===== src/rtl/casc_ram_pkg.sv =====
// casc_ram_pkg: shared definitions for the cascaded RAM.
//   state_t : controller state encoding (IDLE=0, CLEAR=1)
//   clog2   : ceiling log2, used to size the bank-select field of the address
package casc_ram_pkg;

    typedef enum logic {
        IDLE  = 1'b0,
        CLEAR = 1'b1
    } state_t;

    function automatic int clog2(input int n);
        int r;
        r = 0;
        while ((1 << r) < n) begin
            r = r + 1;
        end
        return r;
    endfunction

endpackage


===== src/rtl/casc_ram_bank.sv =====
// ram_bank: one WIDTH x 2^AW memory bank with synchronous write and
// synchronous read.
//   clk   : clock
//   we    : write enable, writes wdata to mem[addr] at the rising edge
//   re    : read enable, loads mem[addr] into rdata at the rising edge
//   addr  : word address inside the bank
//   wdata : write data
//   rdata : read register; holds its value while re is low
// Neither the array nor the read register is reset.
module ram_bank #(
    parameter int WIDTH = 4,
    parameter int AW    = 2
) (
    input  logic             clk,
    input  logic             we,
    input  logic             re,
    input  logic [AW-1:0]    addr,
    input  logic [WIDTH-1:0] wdata,
    output logic [WIDTH-1:0] rdata
);

    logic [WIDTH-1:0] mem [2**AW];

    always_ff @(posedge clk) begin
        if (we) begin
            mem[addr] <= wdata;
        end
        if (re) begin
            rdata <= mem[addr];
        end
    end

endmodule


===== src/rtl/casc_ram.sv =====
// casc_ram: NBANKS vertically cascaded RAM banks behind a single word
// address, with a clear controller that sweeps zeros over the whole array.
//   clk      : clock
//   rst      : asynchronous active-high reset of the control path
//   clr_req  : request to zero the whole memory (wins over we/re)
//   we, re   : write / read enables; a simultaneous write drops the read
//   a        : word address, upper bits pick the bank, lower bits the word
//   d        : write data
//   q        : read data, valid one cycle after an accepted read, held otherwise
//   q_valid  : one-cycle pulse marking new q
//   busy     : high for the 2^AW cycles of a clear sweep
//   bank_sel : one-hot of the bank touched by the last accepted access
module casc_ram
    import casc_ram_pkg::*;
#(
    parameter int  WIDTH   = 4,
    parameter int  BANK_AW = 2,
    parameter int  NBANKS  = 2,
    localparam int BSW     = clog2(NBANKS),
    localparam int AW      = BANK_AW + BSW
) (
    input  logic              clk,
    input  logic              rst,
    input  logic              clr_req,
    input  logic              we,
    input  logic              re,
    input  logic [AW-1:0]     a,
    input  logic [WIDTH-1:0]  d,
    output logic [WIDTH-1:0]  q,
    output logic              q_valid,
    output logic              busy,
    output logic [NBANKS-1:0] bank_sel
);

    state_t           state;
    state_t           state_nxt;
    logic [AW-1:0]    cnt;

    logic             wr_en;
    logic             rd_en;
    logic             access;
    logic [AW-1:0]    wr_addr;
    logic [WIDTH-1:0] wr_data;

    logic [BSW-1:0]   rd_bank_p0;
    logic             q_live_p0;

    logic [NBANKS-1:0] bank_we;
    logic [NBANKS-1:0] bank_re;
    logic [WIDTH-1:0]  bank_q [NBANKS];

    // ---- controller: state register ----
    always_ff @(posedge clk or posedge rst) begin
        if (rst) begin
            state <= IDLE;
        end else begin
            state <= state_nxt;
        end
    end

    // ---- controller: next state ----
    always_comb begin
        state_nxt = state;
        case (state)
            IDLE:    if (clr_req) state_nxt = CLEAR;
            CLEAR:   if (cnt == {AW{1'b1}}) state_nxt = IDLE;
            default: state_nxt = IDLE;
        endcase
    end

    // ---- controller: outputs / access decode ----
    // In CLEAR the write port is owned by the sweep counter; in IDLE a
    // pending clr_req swallows any user access in the same cycle.
    always_comb begin
        busy    = 1'b0;
        wr_en   = 1'b0;
        rd_en   = 1'b0;
        access  = 1'b0;
        wr_addr = a;
        wr_data = d;
        if (state == CLEAR) begin
            busy    = 1'b1;
            wr_en   = 1'b1;
            wr_addr = cnt;
            wr_data = '0;
        end else if (!clr_req) begin
            wr_en  = we;
            rd_en  = re && !we;
            access = we || re;
        end
    end

    // Counter wraps back to 0 on the last sweep write, ready for next clear.
    always_ff @(posedge clk or posedge rst) begin
        if (rst) begin
            cnt <= '0;
        end else if (state == CLEAR) begin
            cnt <= cnt + 1'b1;
        end else begin
            cnt <= '0;
        end
    end

    // ---- bank array ----
    for (genvar i = 0; i < NBANKS; i++) begin : g_bank
        assign bank_we[i] = wr_en && (wr_addr[AW-1:BANK_AW] == BSW'(i));
        assign bank_re[i] = rd_en && (a[AW-1:BANK_AW] == BSW'(i));

        ram_bank #(
            .WIDTH (WIDTH),
            .AW    (BANK_AW)
        ) u_bank (
            .clk   (clk),
            .we    (bank_we[i]),
            .re    (bank_re[i]),
            .addr  (wr_addr[BANK_AW-1:0]),
            .wdata (wr_data),
            .rdata (bank_q[i])
        );
    end

    // ---- p0: read bookkeeping registered alongside the bank read ----
    // q is the selected bank's read register. Bank read registers only load
    // on their own read, and rd_bank_p0 only moves on a read, so q holds
    // between reads. q_live_p0 forces q to 0 until the first read after reset.
    always_ff @(posedge clk or posedge rst) begin
        if (rst) begin
            rd_bank_p0 <= '0;
            q_live_p0  <= 1'b0;
            q_valid    <= 1'b0;
            bank_sel   <= '0;
        end else begin
            q_valid <= rd_en;
            if (rd_en) begin
                rd_bank_p0 <= a[AW-1:BANK_AW];
                q_live_p0  <= 1'b1;
            end
            if (access) begin
                bank_sel <= NBANKS'(1) << a[AW-1:BANK_AW];
            end
        end
    end

    assign q = q_live_p0 ? bank_q[rd_bank_p0] : '0;

endmodule


===== config.mk =====
export PLATFORM = sky130hd
export DESIGN_NAME = casc_ram
export DESIGN_NICKNAME = d
export VERILOG_FILES = /design/src/rtl/casc_ram_pkg.sv /design/src/rtl/casc_ram_bank.sv /design/src/rtl/casc_ram.sv
export SDC_FILE = /design/constraint.sdc
export NUM_CORES = 1
export LEC_CHECK = 0
export CAP_MARGIN = 20
export CORE_MARGIN = 4
export CORE_UTILIZATION = 55
export DETAILED_ROUTE_END_ITERATION = 8
export PLACE_DENSITY = 0.85
export SYNTH_ARGS = -nofsm -noshare
export SYNTH_HDL_FRONTEND = slang
export SYNTH_SLANG_ARGS = --single-unit

===== constraint.sdc =====
create_clock -name clk -period 2.25 [get_ports clk]
set_input_delay 0.3375 -clock clk [delete_from_list [all_inputs] [get_ports clk]]
set_output_delay 0.3375 -clock clk [all_outputs]
set_load 0.005 [all_outputs]

# Yosys cells after proc, flatten, opt, wreduce, memory -nomap -nowiden
# Memories as Yosys holds them, arrays and structs flattened. A register that Yosys moved wholly into a read port is not among the register bits.
# Index checks and enable logic that the tools add are counted.
# totals
inputBits	12
register_bits	9
word_cells	44
out_inout_bits	8
ram_bits	32
mem_count	2
# op_classes
n_addsub	1
n_bitwise	4
order_cmp	1
reduce_logical	7
eq_ne	1
n_shift	1
n_mux	21
# mem_list
memory	depth	width	rd	rd_ports_with_merged_regs	write_ports	line_no	source
g_bank[0].u_bank.mem	4	4	1	1	1	casc_ram_bank.sv:22	logic [WIDTH-1:0] mem [2**AW];
g_bank[1].u_bank.mem	4	4	1	1	1	casc_ram_bank.sv:22	
# ops
operator	n
two-way mux 4 bit	5
two-way mux 1 bit	13
two-way mux 3 bit	2
logical AND 1 bit	5
adder 3 x 1 -> 3 bit, second input constant	1
equality test 3 bit, second input constant	1
inverter 1 bit	3
greater-or-equal comparator 2 bit, second input constant	1
inverter 1 -> 2 bit	1
one-hot mux 1 bit (2 select lines)	1
left shift 1 x 1 -> 2 bit, first input constant	1
logical NOT 1 bit	1
logical OR 1 bit	1

# Depth between registers and ports, before layout
# Gate-level depths: netlist of run 1.
# depth
depth_word	5
ltp_mapped	4
mapped_depth_nobuf	3

# By module
# From an unflattened synthesis of run 1, not the netlist that was laid out.
# hier_totals
hier_cells	107
hier_area_um2	2000.7
# modules_own_cells
mod	area_each_um2	n_inst	cells_each	seq_area_each_um2
ram_bank	737.0	2	29	600.6
casc_ram	526.8	1	49	225.2

# Worst setup path before layout of run 1
# OpenSTA, ideal clock, no wires.
# synth_timing
path_type	flip-flop to flip-flop
start	register state
end	memory g_bank[0].u_bank.mem[2][0] (enable)
required_time_ps	1889
path_stages_with_launch	5
setup_slack_ps	535
period_less_slack_ps	1715
setup_time_ps	361
n_path_buf	2
arrival_time_ps	1354
path_cell_list	dfrtp_1 buf_6 mux2_4 buf_6 nor3_1
# synth_via
elab_chain_len	5
word_cells_on_any_way	6
classes_between	4 x mux; 1 x bitwise; 1 x reduce/logical
# synth_lines
item	line_no	source
start, declared	casc_ram.sv:35	state_t state;
start signal, assigned	casc_ram.sv:57	state <= state_nxt;
two-way mux 3 bit	casc_ram.sv:81	if (state == CLEAR) begin
inverter 1 bit	casc_ram.sv:106	assign bank_we[i] = wr_en && (wr_addr[AW-1:BANK_AW] == BSW'(i));
logical AND 1 bit	casc_ram.sv:106	
two-way mux 1 bit	casc_ram_bank.sv:25	if (we) begin
two-way mux 1 bit (implied by the code)	casc_ram_bank.sv:26	mem[addr] <= wdata;
end, declared	casc_ram_bank.sv:22	
# Parallel ways exist; a longest one is shown, timed or not.

# Final worst setup path of run 1
# layout_timing
start	register state
end	output busy
# layout_via
elab_chain_len	1
# layout_lines
item	line_no	source
two-way mux 1 bit	casc_ram.sv:81	
end, declared	casc_ram.sv:31	output logic busy,
# Every way passes these cells.

==> metrics.txt, run 1 <==
post-synth top area share=60.5%; critical path cell sequence=buf_4 -> clkdlybuf4s50_1; YS warnings=0; WP data arrival=1.71 ns; Die Span X=68.1 um; postcts setup bufs=0; I/O pin cnt=20; TritonCTS clock tree=yes; Avg WL per Cell=18.7 um; post-synth cell types=20; DR iter-0 viols=56; Data required, critical path=1.91 ns; Post-synth ARST share=18.4%; Tot GR Track Use=17.8%; Area Growth Syn to Fin=17.4%; Antenna Cells=0; antenna-violating nets left=0; f_max=0.489 GHz; synth top area cells=edfxtp_1, dfrtp_1, mux4_2; initial antenna violation count=0; drt total wl=3470 um; register area share after synthesis=71.8%; clk_lat worst skew=0.35 ns; Worst slew margin=58.6%; Worst Setup End Kind=output port; CP startpoint kind=flip-flop; Worst Setup EP=busy; # DRC=0; final core occ=68.2%; max_cap viols=0; Worst path depth=2; final count of pins violating max slew=0; Root Buffer=clkbuf_4; cell with the most instances after synthesis=edfxtp_1; CTS max path bufs=2; setup repair after global routing missed its margin=no; Starting Density=58.1%; first-pass GRT wire length=5660 um; WP buf/inv=2; grt ovf=0; Detailed Place HPWL=2590 um; die height=68.1 um; Syn Area/Cell=18.2 um^2; Post-synth EDFFs=40; CTS Sinks=49; vias in the first global route=1092; Crit Path Max Fanout=11; Cell Area, Synth=1990 um^2; final hold viol count=0; die area=4640 um^2; largest net degree at the start of global routing=15; hold_buf cts=0; Worst Setup SP=state; H-tree levels=2; Synth Instances=109; Synth Register Bits=49; core region area=3420 um^2; vias per inst=5.75; CTS resizes=0; crit path time final=2.04 ns; reg2reg start=state; top cells by count, synth=edfxtp_1, nor2b_1, dfrtp_1; final setup TNS=0 ns; synthesized net count=123; final setup fails=0; share of cells above drive strength 1=19.4%; Hold Slack=0.235 ns; RD Place Congestion=0.706; Yosys top cell by area=edfxtp_1; family with the most delay on the worst path=buffers and inverters; Worst-path clk slew=0.13 ns; CTS buffer count=5; power per cell area=1330 nW/um^2; main flop type after synthesis=edfxtp_1; Final Cycle Share=90.8%; Crit Path Category=flip-flop to output port; PortBufs=19; vias=1064; Worst Reg2Reg Path Length in Cells=3; Pleak=0.842 nW; drt first pass iters=4; final-stage net count=152; worst-margin pin slew=0.616 ns; reg2reg end=g_bank[0].u_bank.mem[0][2]; Peak supply drop=0.985 mV; CP peak stage delay=0.59 ns; FP Rows=21; Hold Crit Class=input port to asynchronous set/reset pin; CP max stage cell=dfrtp_1; flop-to-flop setup slack=0.31 ns; clock skew=0.0101 ns; status=finished, final reports clean
==> cell families (layout without fill, tap and decap cells) <==
| group | after synthesis | after routing | synth area share [%] |
|---|---|---|---|
| flip-flops | 49 | 49 | 71.8 |
| AND/OR/NAND/NOR | 28 | 28 | 8.38 |
| multiplexers | 20 | 20 | 15.6 |
| buffers and inverters | 8 | 38 | 2.27 |
| adder cells (fa/ha/maj) | 2 | 2 | 1.26 |
| AO/OA/AOI/OAI | 2 | 2 | 0.693 |
==> worst reg2reg max path: stages (launching register included) <==
cell and delay [ns]:
dfrtp_1 0.59, mux2i_1 0.53, nand2_1 0.17, nor2_1 0.34
==> metal layers <==
layer  global-route usage, %  vias up  wire length, um
li1                        -      475                -
met1                    21.8      546             1360
met2                    31.2       41             1880
met3                    5.42        2              214
met4                    3.72        0               12
met5                       0        -                0
==> worst min-delay path by stage <==
stage | from | to | cells past startpoint | slack, ns
6_report | rst | q_live_p0 | 2 | 0.24
5_1_grt | rst | q_live_p0 | 2 | 0.27
3_3_place_gp | cnt[0] | cnt[0] | 1 | 0.47
3_5_place_dp | cnt[0] | cnt[0] | 1 | 0.48
2_1_floorplan | rst | bank_sel[0] | 1 | 0.17
4_1_cts | rst | q_live_p0 | 2 | 0.23
==> metrics by stage <==
stage | cell area (um^2) | cells | worst slack, ns | total power, mW
after global placement | 2260 | 177 | 0.206 | 2.56
after CTS | 2330 | 185 | 0.192 | 3.12
after detailed placement | 2260 | 177 | 0.194 | 2.63
after global routing | 2330 | 185 | 0.130 | 3.28
after floorplan | 1990 | 109 | 0.535 | 2.25
final | 2330 | 185 | 0.206 | 3.10
==> registers in the layout, summed over array words and instances, names as in the netlist <==
name / flops
bank_sel: 2
cnt: 3
g_bank.u_bank.mem: 32
g_bank.u_bank.rdata: 8
q_live_p0: 1
q_valid: 1
rd_bank_p0: 1
state: 1
==> power by group <==
group / leakage (nW) / internal, mW / switching [mW]
Sequential: 0.480 / 1.37 / 0.149
Combinational: 0.322 / 0.573 / 0.514
Clock: 0.0399 / 0.232 / 0.258
Total: 0.842 / 2.18 / 0.921
==> final cells by class <==
cell class,instances,area [um^2]
fill,237,1080
inverter,4,15.0
multi-input combinational,52,514
tap,46,57.6
clock inverter,2,33.8
clock buffer,6,41.3
timing repair buffer,26,243
sequential,49,1430
==> cells in the final DEF, fill, tap and decap left out, drive strengths merged <==
cell type	instances
edfxtp	40
clkdlybuf4s50	19
nor2b	10
dfrtp	9
mux2i	8
mux4	8
nor3	7
buf	7
clkbuf	6
nor2	4
inv	4
mux2	4
and2	3
ha	2
nor4b	1
or2	1
a32oi	1
nor4bb	1
a21oi	1
nand2	1
bufinv	1
clkinv	1
Note: power is estimated with default switching activity, not from simulation.
==> inputs of run 2 (changes only) <==
--- a/config.mk
+++ b/config.mk
@@ -7,9 +7,10 @@
 export LEC_CHECK = 0
 export CAP_MARGIN = 20
 export CORE_MARGIN = 4
-export CORE_UTILIZATION = 55
+export CORE_UTILIZATION = 50
+export CTS_CLUSTER_DIAMETER = 40
 export DETAILED_ROUTE_END_ITERATION = 8
-export PLACE_DENSITY = 0.85
+export PLACE_DENSITY = 0.79
 export SYNTH_ARGS = -nofsm -noshare
 export SYNTH_HDL_FRONTEND = slang
 export SYNTH_SLANG_ARGS = --single-unit
==> run 2 against run 1 <==
- register-to-register slack better by 0.02 ns
- global-route usage fell by 3.3 points
- design area is 0.16% lower
- clock skew shrank 0.0078 ns
- worst hold slack gained 0.057 ns
- combinational power about the same
- sequential share of layout area increased by 0.099 points
- worst setup slack better by 0.081 ns
==> metrics.txt, run 2 (same netlist as run 1, synthesis figures left out) <==
status=finished, final reports clean; Crit Path Max Fanout=11 (unchanged); Crit Path Category=flip-flop to output port; die area=5040 um^2 (+8.8%); final setup TNS=0 ns (unchanged); first-pass GRT wire length=5260 um (-7.1%); core region area=3740 um^2 (+9.6%); WP data arrival=1.63 ns (-0.08 ns); CTS Sinks=49 (unchanged); worst-margin pin slew=0.624 ns (+0.00884 ns); TritonCTS clock tree=yes; postcts setup bufs=0 (unchanged); Worst Setup SP=state; Area Growth Syn to Fin=17.2%; reg2reg start=state; final setup fails=0 (unchanged); Avg WL per Cell=17.5 um (-6.9%); final hold viol count=0 (unchanged); setup repair after global routing missed its margin=no; power per cell area=1310 nW/um^2 (-1.6%); Worst-path clk slew=0.08 ns (-0.05 ns); Hold Crit Class=input port to asynchronous set/reset pin; # fillers=279 (+18%); Final Cycle Share=87.2% (-3.6 points); DR iter-0 viols=40 (-29%); vias per inst=5.41 (-5.9%); WP buf/inv=2 (unchanged); initial antenna violation count=0 (unchanged); antenna-violating nets left=0 (unchanged); clock skew=0.00229 ns (-0.00784 ns); max_cap viols=0 (unchanged); Starting Density=53.0% (-5.1 points); Peak supply drop=0.737 mV (-25%); reg2reg end=g_bank[0].u_bank.mem[2][0]; Tot GR Track Use=14.5% (-3.3 points); Pleak=0.835 nW (-0.79%); Detailed Place HPWL=2460 um (-5.3%); f_max=0.509 GHz (+4.1%); CP max stage cell=dfrtp_1; Worst slew margin=58.0% (-0.59 points); CTS max path bufs=2 (unchanged); clk_lat worst skew=0.29 ns (-0.06 ns); family with the most delay on the worst path=buffers and inverters; critical path cell sequence=buf_4 -> clkdlybuf4s50_1; Largest regs=g_bank.u_bank.mem (32), g_bank.u_bank.rdata (8), cnt (3); vias in the first global route=1018 (-6.8%); CP startpoint kind=flip-flop; grt ovf=0 (unchanged); share of cells above drive strength 1=18.2% (-1.2 points); vias=1001 (-5.9%); flop-to-flop setup slack=0.33 ns (+0.02 ns); largest net degree at the start of global routing=14 (-1); PortBufs=19 (unchanged); final count of pins violating max slew=0 (unchanged); drt first pass iters=4 (unchanged); Largest Register=g_bank.u_bank.mem; Worst Reg2Reg Path Length in Cells=2 (-1); Antenna Cells=0 (unchanged); RD Place Congestion=0.720 (+2.1%); Worst Setup End Kind=output port; I/O pin cnt=20 (unchanged); commonest non-fill, non-tap cells in the layout=edfxtp_1, clkdlybuf4s50_1, nor2b_1; Root Buffer=clkbuf_8; H-tree levels=2 (unchanged); most common cell after layout, fill and taps aside=edfxtp_1; Die Span X=71.0 um (+4.3%); die height=71.0 um (+4.3%); Data required, critical path=1.91 ns (about the same); crit path time final=1.96 ns (-0.0809 ns); CTS resizes=0 (unchanged); CP peak stage delay=0.56 ns (-0.03 ns); Design Area, Final=2330 um^2 (-0.16%); hold_buf cts=0 (unchanged); # DRC=0 (unchanged); CTS buffer count=5 (unchanged); max FFs per register=32 (unchanged); drt total wl=3230 um (-6.9%); Area after DPL=2250 um^2 (-0.22%); final-stage net count=151 (-0.66%); FP Rows=22 (+4.8%)
-- run 2: cell count changes in the layout (fill, tap and decap cells not counted) --
cell	delta
buf_4	-1
clkbuf_4	-5
clkbuf_8	+5
bufinv_16	-1
-- run 2: how the worst max path moves through the flow --
stage	endpoint	slack, ns	cells after the start
4_1_cts	busy	0.27	2
3_5_place_dp	g_bank[0].u_bank.mem[2][0]	0.16	3
2_1_floorplan	g_bank[0].u_bank.mem[2][0]	0.53	4
3_3_place_gp	g_bank[0].u_bank.mem[2][0]	0.24	3
6_report	busy	0.29	2
5_1_grt	g_bank[0].u_bank.mem[0][0]	0.20	3
-- run 2: area by class of cell --
class / count / area, um^2 / area share (%)
well taps: 48 / 60.1 / 2.58
inverters: 4 / 15.0 / 0.645
clock inverters: 1 / 3.75 / 0.161
flip-flops and latches: 49 / 1430 / 61.3
clock buffers: 6 / 72.6 / 3.12
multi-input cells: 52 / 514 / 22.1
repair buffers: 25 / 235 / 10.1
-- run 2: where the power goes --
| part | switching [mW] | internal (mW) |
|---|---|---|
| logic | 0.495 | 0.573 |
| clock network | 0.251 | 0.210 |
| registers | 0.142 | 1.37 |
-- run 2: per-layer routing --
metal / GRT usage, % / share of wire [%] / up-vias
met2: 23.0 / 52 / 27
met3: 4.69 / 4.8 / 6
met5: 0 / 0 / -
met1: 18.7 / 41 / 497
li1: - / - / 471
met4: 5.64 / 1.6 / 0
-- run 2: per-stage QoR --
step,instances,total power [mW],utilization (%),setup slack (ns),hold WS (ns)
after floorplan,109,2.25,-,0.535,0.165
after CTS,185,3.08,62.2,0.271,0.301
final,185,3.04,62.2,0.287,0.292
after detailed placement,178,2.62,60.1,0.161,0.483
after global routing,185,3.23,62.2,0.198,0.322
after global placement,178,2.56,60.1,0.238,0.474
